File: config.mk
export PLATFORM = sky130hd
export DESIGN_NAME = io_uart_in
export DESIGN_NICKNAME = d
export VERILOG_FILES = /design/src/rtl/io_uart_in_pkg.sv /design/src/rtl/io_rx_fifo.sv /design/src/rtl/io_uart_in.sv
export SDC_FILE = /design/constraint.sdc
export NUM_CORES = 1
export LEC_CHECK = 0
export CAP_MARGIN = 20
export CORE_ASPECT_RATIO = 0.75
export CORE_UTILIZATION = 63
export CTS_CLUSTER_DIAMETER = 40
export CTS_CLUSTER_SIZE = 25
export DETAILED_ROUTE_END_ITERATION = 10
export DONT_BUFFER_PORTS = 1
export PLACE_DENSITY_LB_ADDON = 0.08
export SKIP_LAST_GASP = 1
export SLEW_MARGIN = 15
export SYNTH_ARGS = -nofsm -noshare
export SYNTH_HDL_FRONTEND = slang
export SYNTH_SLANG_ARGS = --single-unit
export TNS_END_PERCENT = 30
File: constraint.sdc
create_clock -name clk -period 4.9 [get_ports clk]
set_clock_uncertainty 0.2 [all_clocks]
set_input_delay 1.47 -clock clk [delete_from_list [all_inputs] [get_ports clk]]
set_output_delay 1.47 -clock clk [all_outputs]
set_load 0.02 [all_outputs]
File: src/rtl/io_uart_in_pkg.sv
// io_uart_in_pkg
//   Shared constants for the UART receive block: default register word
//   addresses, status-word bit positions and a helper that packs the
//   status word.
//   Optional feature macro used by the block: IO_UART_IN_IRQ_EN.
package io_uart_in_pkg;

   // Default word addresses (byte address bits [15:2]).
   localparam logic [13:0] RX_DATA_ADR_DEF = 14'h3E02;
   localparam logic [13:0] RX_STAT_ADR_DEF = 14'h3E03;

   // Status word layout.
   localparam int STAT_NOT_EMPTY = 0;
   localparam int STAT_OVERRUN   = 1;
   localparam int STAT_IRQ_EN    = 2;
   localparam int STAT_COUNT_LSB = 8;
   localparam int STAT_COUNT_W   = 5;

   function automatic logic [31:0] status_word(
      input logic       not_empty,
      input logic       overrun,
      input logic       irq_enable,
      input logic [4:0] count
   );
      logic [31:0] w;
      w = '0;
      w[STAT_NOT_EMPTY] = not_empty;
      w[STAT_OVERRUN]   = overrun;
      w[STAT_IRQ_EN]    = irq_enable;
      w[STAT_COUNT_LSB +: STAT_COUNT_W] = count;
      return w;
   endfunction

endpackage

File: src/rtl/io_rx_fifo.sv
// io_rx_fifo
//   Synchronous byte FIFO, depth 2**AW, storage in an inferred RAM with a
//   registered read port.
//   Ports:
//     clk, rst          clock, synchronous active-high reset
//     push, push_data   write one byte (accepted if not full, or if a pop
//                       happens in the same cycle)
//     pop               remove the oldest byte (ignored when empty)
//     pop_data          byte removed by the previous cycle's pop
//     full, empty       occupancy flags (combinational from count)
//     count             number of stored bytes, 0..2**AW
module io_rx_fifo #(
   parameter int AW = 4
) (
   input  logic          clk,
   input  logic          rst,
   input  logic          push,
   input  logic [7:0]    push_data,
   input  logic          pop,
   output logic [7:0]    pop_data,
   output logic          full,
   output logic          empty,
   output logic [AW:0]   count
);

   localparam int DEPTH = 2**AW;

   logic [7:0]    mem [DEPTH];
   logic [AW-1:0] wr_ptr_reg;
   logic [AW-1:0] rd_ptr_reg;
   logic [AW:0]   count_reg;
   logic [7:0]    pop_data_reg;
   logic          do_push;
   logic          do_pop;

   assign full  = (count_reg == (AW+1)'(DEPTH));
   assign empty = (count_reg == '0);
   assign count = count_reg;
   assign pop_data = pop_data_reg;

   assign do_pop  = pop & ~empty & ~rst;
   // A pop in the same cycle frees a slot, so a push at full is still taken.
   assign do_push = push & (~full | do_pop) & ~rst;

   // RAM write port, kept free of reset so it maps onto block RAM.
   always_ff @(posedge clk) begin
      if (do_push) begin
         mem[wr_ptr_reg] <= push_data;
      end
   end

   // Registered read. At full with push+pop the pointers coincide; the read
   // sees the old contents, which is the oldest byte as intended.
   always_ff @(posedge clk) begin
      if (rst) begin
         pop_data_reg <= '0;
      end else if (do_pop) begin
         pop_data_reg <= mem[rd_ptr_reg];
      end
   end

   always_ff @(posedge clk) begin
      if (rst) begin
         wr_ptr_reg <= '0;
         rd_ptr_reg <= '0;
         count_reg  <= '0;
      end else begin
         if (do_push) begin
            wr_ptr_reg <= wr_ptr_reg + AW'(1);
         end
         if (do_pop) begin
            rd_ptr_reg <= rd_ptr_reg + AW'(1);
         end
         case ({do_push, do_pop})
            2'b10:   count_reg <= count_reg + (AW+1)'(1);
            2'b01:   count_reg <= count_reg - (AW+1)'(1);
            default: count_reg <= count_reg;
         endcase
      end
   end

endmodule

File: src/rtl/io_uart_in.sv
// io_uart_in
//   UART receive side as an IO-bus peripheral: received bytes go into a
//   FIFO which the CPU drains through a data register; a status/control
//   register reports occupancy and a sticky overrun flag.
//   Optional feature macro: IO_UART_IN_IRQ_EN (irq_enable bit and level
//   interrupt; without it interrupt_rx is 0 and status bit2 reads 0).
//   Ports:
//     clk, rst                         clock, synchronous active-high reset
//     dma_io_we/wadr/wdata             CPU IO write
//     dma_io_radr/radr_en              CPU IO read request
//     dma_io_rdata_in / dma_io_rdata   read-data chain in / out (hits are
//                                      returned one cycle after the request)
//     uart_in_char, uart_in_we         received byte strobe
//     uart_in_full                     FIFO full
//     interrupt_rx                     level RX interrupt (registered)
module io_uart_in
   import io_uart_in_pkg::*;
#(
   parameter int          FIFO_AW     = 4,
   parameter logic [13:0] RX_DATA_ADR = RX_DATA_ADR_DEF,
   parameter logic [13:0] RX_STAT_ADR = RX_STAT_ADR_DEF
) (
   input  logic        clk,
   input  logic        rst,
   input  logic        dma_io_we,
   input  logic [15:2] dma_io_wadr,
   input  logic [31:0] dma_io_wdata,
   input  logic [15:2] dma_io_radr,
   input  logic        dma_io_radr_en,
   input  logic [31:0] dma_io_rdata_in,
   output logic [31:0] dma_io_rdata,
   input  logic [7:0]  uart_in_char,
   input  logic        uart_in_we,
   output logic        uart_in_full,
   output logic        interrupt_rx
);

   // Bits of count that fit in the status count field.
   localparam int CW = (FIFO_AW + 1 < STAT_COUNT_W) ? FIFO_AW + 1 : STAT_COUNT_W;

   logic              data_hit;
   logic              stat_hit;
   logic              stat_wr;
   logic              drop;
   logic              fifo_full;
   logic              fifo_empty;
   logic [FIFO_AW:0]  fifo_count;
   logic [7:0]        fifo_pop_data;
   logic [4:0]        count5;
   logic              irq_enable;

   logic              overrun_reg;
   logic              hit_reg;
   logic              data_sel_reg;
   logic              data_valid_reg;
   logic [31:0]       stat_reg;

   assign data_hit = dma_io_radr_en && (dma_io_radr == RX_DATA_ADR);
   assign stat_hit = dma_io_radr_en && (dma_io_radr == RX_STAT_ADR);
   assign stat_wr  = dma_io_we && (dma_io_wadr == RX_STAT_ADR);
   // Full implies not empty, so a data read always frees a slot here.
   assign drop     = uart_in_we & fifo_full & ~data_hit;
   assign count5   = 5'(fifo_count[CW-1:0]);

   io_rx_fifo #(
      .AW (FIFO_AW)
   ) u_fifo (
      .clk       (clk),
      .rst       (rst),
      .push      (uart_in_we),
      .push_data (uart_in_char),
      .pop       (data_hit),
      .pop_data  (fifo_pop_data),
      .full      (fifo_full),
      .empty     (fifo_empty),
      .count     (fifo_count)
   );

   assign uart_in_full = fifo_full;

   // Sticky overrun; a dropped byte wins over a same-cycle clear.
   always_ff @(posedge clk) begin
      if (rst) begin
         overrun_reg <= 1'b0;
      end else if (drop) begin
         overrun_reg <= 1'b1;
      end else if (stat_wr && dma_io_wdata[STAT_OVERRUN]) begin
         overrun_reg <= 1'b0;
      end
   end

`ifdef IO_UART_IN_IRQ_EN
   logic irq_enable_reg;
   logic irq_reg;

   always_ff @(posedge clk) begin
      if (rst) begin
         irq_enable_reg <= 1'b0;
         irq_reg        <= 1'b0;
      end else begin
         if (stat_wr) begin
            irq_enable_reg <= dma_io_wdata[STAT_IRQ_EN];
         end
         irq_reg <= irq_enable_reg & (~fifo_empty | overrun_reg);
      end
   end

   assign irq_enable   = irq_enable_reg;
   assign interrupt_rx = irq_reg;

   logic unused_wdata;
   assign unused_wdata = ^{dma_io_wdata[31:3], dma_io_wdata[0]};
`else
   assign irq_enable   = 1'b0;
   assign interrupt_rx = 1'b0;

   logic unused_wdata;
   assign unused_wdata = ^{dma_io_wdata[31:2], dma_io_wdata[0]};
`endif

   // Read side: capture what the hit returns; the data byte itself comes
   // from the FIFO's registered read port.
   always_ff @(posedge clk) begin
      if (rst) begin
         hit_reg        <= 1'b0;
         data_sel_reg   <= 1'b0;
         data_valid_reg <= 1'b0;
         stat_reg       <= '0;
      end else begin
         hit_reg        <= data_hit | stat_hit;
         data_sel_reg   <= data_hit;
         data_valid_reg <= data_hit & ~fifo_empty;
         stat_reg       <= stat_hit
                           ? status_word(~fifo_empty, overrun_reg, irq_enable, count5)
                           : '0;
      end
   end

   always_comb begin
      dma_io_rdata = dma_io_rdata_in;
      if (hit_reg) begin
         if (data_sel_reg) begin
            dma_io_rdata = data_valid_reg ? {24'd0, fifo_pop_data} : 32'd0;
         end else begin
            dma_io_rdata = stat_reg;
         end
      end
   end

endmodule

==> results.cfg <==
[grt]
grt_pass1_vias = 3675
grt_pass1_wl_um = 20090
antenna_found_initial = 0
grt_max_degree = 39
grt_usage = 0.2579
overflow = 0

[cells_and_area]
fin_util = 0.7335
fin_nets = 581
area_growth_pct = 12.57
multiInputGateArea_um2 = 2126
largest_register_ffs = 128
diodes = 0
drive_gt1_frac = 0.2025
seqCellArea_um2 = 4486
fillers = 669

[setup_path]
crit_slowest_cell = or4b_4
crit_path_start_kind = primary input
cp_slowest_stage_delay_ns = 0.54
end_kind = flip-flop
path_max_fanout = 6
path_buf_inv = 0
required_ns = 5.05
cp_top_family = simple AND/OR/NAND/NOR gates
path_common_cell = a21oi_1
path_cells = or4b_4 > nor4_4 > o21ai_0 > ha_1 > fa_1 > a21o_1 > a21oi_1 > xor2_1 > or3_1 > a21oi_1
critPathKind = in2reg
critPathArrivalTime_ns = 4.19

[detailed_routing]
wl_per_cell_um = 21.81
drc = 0
wl_um = 13410
vias = 3847
drtPass1Iterations = 4
drt_iter0_drc = 411
vias_per_cell = 6.255
ant_nets = 0

[flow_run]
drv_cap = 0

[clocking]
numCtsBuffers = 17
clkTransAtPathRegs_ns = 0.06
cts_sinks = 160
post-cts-setup-buffer-count = 0
cts_buffer_depth = 2
cts_tree = yes
cts_root_buf = clkbuf_16
htreeDepth = 4
cts_resized = 0
ctsHoldBuffers = 0
clkLatencyLatePin_ns = 0.42

[floorplan]
die_y_um = 91.52
ios = 139
fp.coreArea_um2 = 10330
die_w_um = 121.4
row_count = 32
start_util = 0.6516
die_area_um2 = 11110

[synthesis]
syn-instance-count = 452
async_flop_share = 0
synth-seq-area-share = 0.6662
synth_edf_count = 128
synth-seq-cells = 160
synth_fp_nets = 567
netlist_area_um2 = 6731
ys_warn_count = 0
ys.flop_type = edfxtp_1
syn_area_per_cell_um2 = 14.89
ys_types = 44

[power_and_ir_drop]
leakage_nw = 2.518
ir_worst_vdd_mv = 0.3153
pwr_density_cell_nw_per_um2 = 372.1

[sta]
finalSetupViolations = 0
rsz0062_at_grt = false
period_needed_ns = 4.037
relSlewSlack = 0.3857
slew_violations = 0
max_freq_mhz = 247.7
hold_violations = 0
tightest_slew_ns = 0.9214
final.setup.tns_ns = 0
timing.final.crit_share = 0.8239

[placement]
globalplace.congestion = 0.7996
port_buffers = 0
dp.final_hpwl_um = 8612

[min_path]
hold_class = reg2reg

[status]
status = finished, final reports clean
==> synth_stat cells (4+ instances only) <==
| cell | n | area [µm²] |
|---|---|---|
| nor3_1 | 5 | 25.02 |
| nand2_1 | 47 | 176.4 |
| o21ai_0 | 16 | 80.08 |
| nor4b_1 | 8 | 70.07 |
| o22ai_1 | 7 | 43.79 |
| dfxtp_1 | 32 | 640.6 |
| xnor2_1 | 4 | 35.03 |
| nor2_1 | 18 | 67.56 |
| mux2i_1 | 5 | 50.05 |
| inv_1 | 16 | 60.06 |
| a21oi_1 | 8 | 40.04 |
| mux4_2 | 31 | 698.2 |
| a22oi_1 | 14 | 105.1 |
| and3_1 | 8 | 50.05 |
| clkbuf_1 | 18 | 67.56 |
| buf_2 | 5 | 25.02 |
| nor2b_1 | 27 | 168.9 |
| ha_1 | 9 | 112.6 |
| nor4_1 | 6 | 37.54 |
| edfxtp_1 | 128 | 3844 |
==> placed cells by master, fill, tap and decap left out, types with 3 or more instances in the layout <==
cell,instances
nand2_1,47
edfxtp_1,128
nor4b_2,7
mux4_2,31
o211ai_1,3
nor2b_1,27
nand4_1,3
o21ai_0,16
inv_1,16
clkinvlp_4,6
nor4_1,6
buf_4,20
nor2_1,17
a22oi_1,14
and3_1,8
ha_1,9
xnor2_1,4
dfxtp_1,31
nor3_1,5
o22ai_1,7
a21oi_1,8
clkbuf_16,17
a31oi_1,3
nand3_1,3
mux2i_1,5
==> layout make-up <==
cell class              count  share of cell area
clock inverters            14             0.01866
flip-flops and latches    160              0.5920
clock buffers              18             0.05664
well taps                 136             0.02246
repair buffers             21             0.02180
multi-input cells         250              0.2805
inverters                  16            0.007926
==> power breakdown <==
group          leakage (nW)  total, mW  switching (mW)  internal (mW)
sequential             1.41       1.48         0.00595           1.48
combinational         0.848     0.0726          0.0488         0.0238
clock                 0.258       1.26           0.519          0.745
total                  2.52       2.82           0.574           2.25
==> final timing paths <==
kind / startpoint / end / slack [ns] / depth (start not counted)
setup / recovery: dma_io_radr[5] / u_fifo.count[4] / 0.86 / 10
setup reg to reg: u_fifo.count[0] / u_fifo.count[4] / 1.79 / 10
hold / removal: u_fifo.pop_data[1] / u_fifo.pop_data[1] / 0.27 / 2
hold reg to reg: u_fifo.pop_data[1] / u_fifo.pop_data[1] / 0.27 / 2
==> logic make-up (layout without fill, tap and decap cells) <==
| family | Yosys count | after routing | synth area share |
|---|---|---|---|
| adder cells (fa/ha/maj) | 10 | 10 | 0.01970 |
| multiplexers | 38 | 38 | 0.1145 |
| XOR/XNOR | 6 | 6 | 0.007807 |
| other | 1 | 1 | 0.0005571 |
| AND/OR/NAND/NOR | 139 | 139 | 0.1149 |
| buffers and inverters | 42 | 69 | 0.02491 |
| flip-flops | 160 | 160 | 0.6662 |
| AO/OA/AOI/OAI | 56 | 56 | 0.05149 |
==> worst register-to-register path, delay by kind of cell (launching register included) <==
kind	cells	cell delay [ns]
AND/OR/NAND/NOR	4	1.17
adder cells (fa/ha/maj)	2	0.73
AO/OA/AOI/OAI	3	0.49
flip-flops	1	0.37
XOR/XNOR	1	0.10
==> routing by layer <==
layer | vias up | routed length [µm] | GRT usage
met2 | 161 | 6400 | 0.3963
met3 | 20 | 869 | 0.06344
li1 | 1752 | - | -
met1 | 1914 | 5924 | 0.3576
met5 | - | 0 | 0
met4 | 0 | 219 | 0.09979
==> per-stage QoR <==
stage | power [mW] | cell area (µm²) | setup WS (ns) | hold WS (ns) | cells
floorplan | 1.572 | 6731 | 0.4950 | 0.2362 | 452
global placement | 1.582 | 6989 | 0.5617 | 0.2465 | 582
detailed placement | 1.583 | 6989 | 0.5111 | 0.2524 | 582
CTS | 2.835 | 7560 | 0.9528 | 0.2740 | 614
global route | 2.883 | 7577 | 0.7209 | 0.2821 | 615
finish | 2.819 | 7577 | 0.8627 | 0.2733 | 615
(Power assumes the default switching activity.)
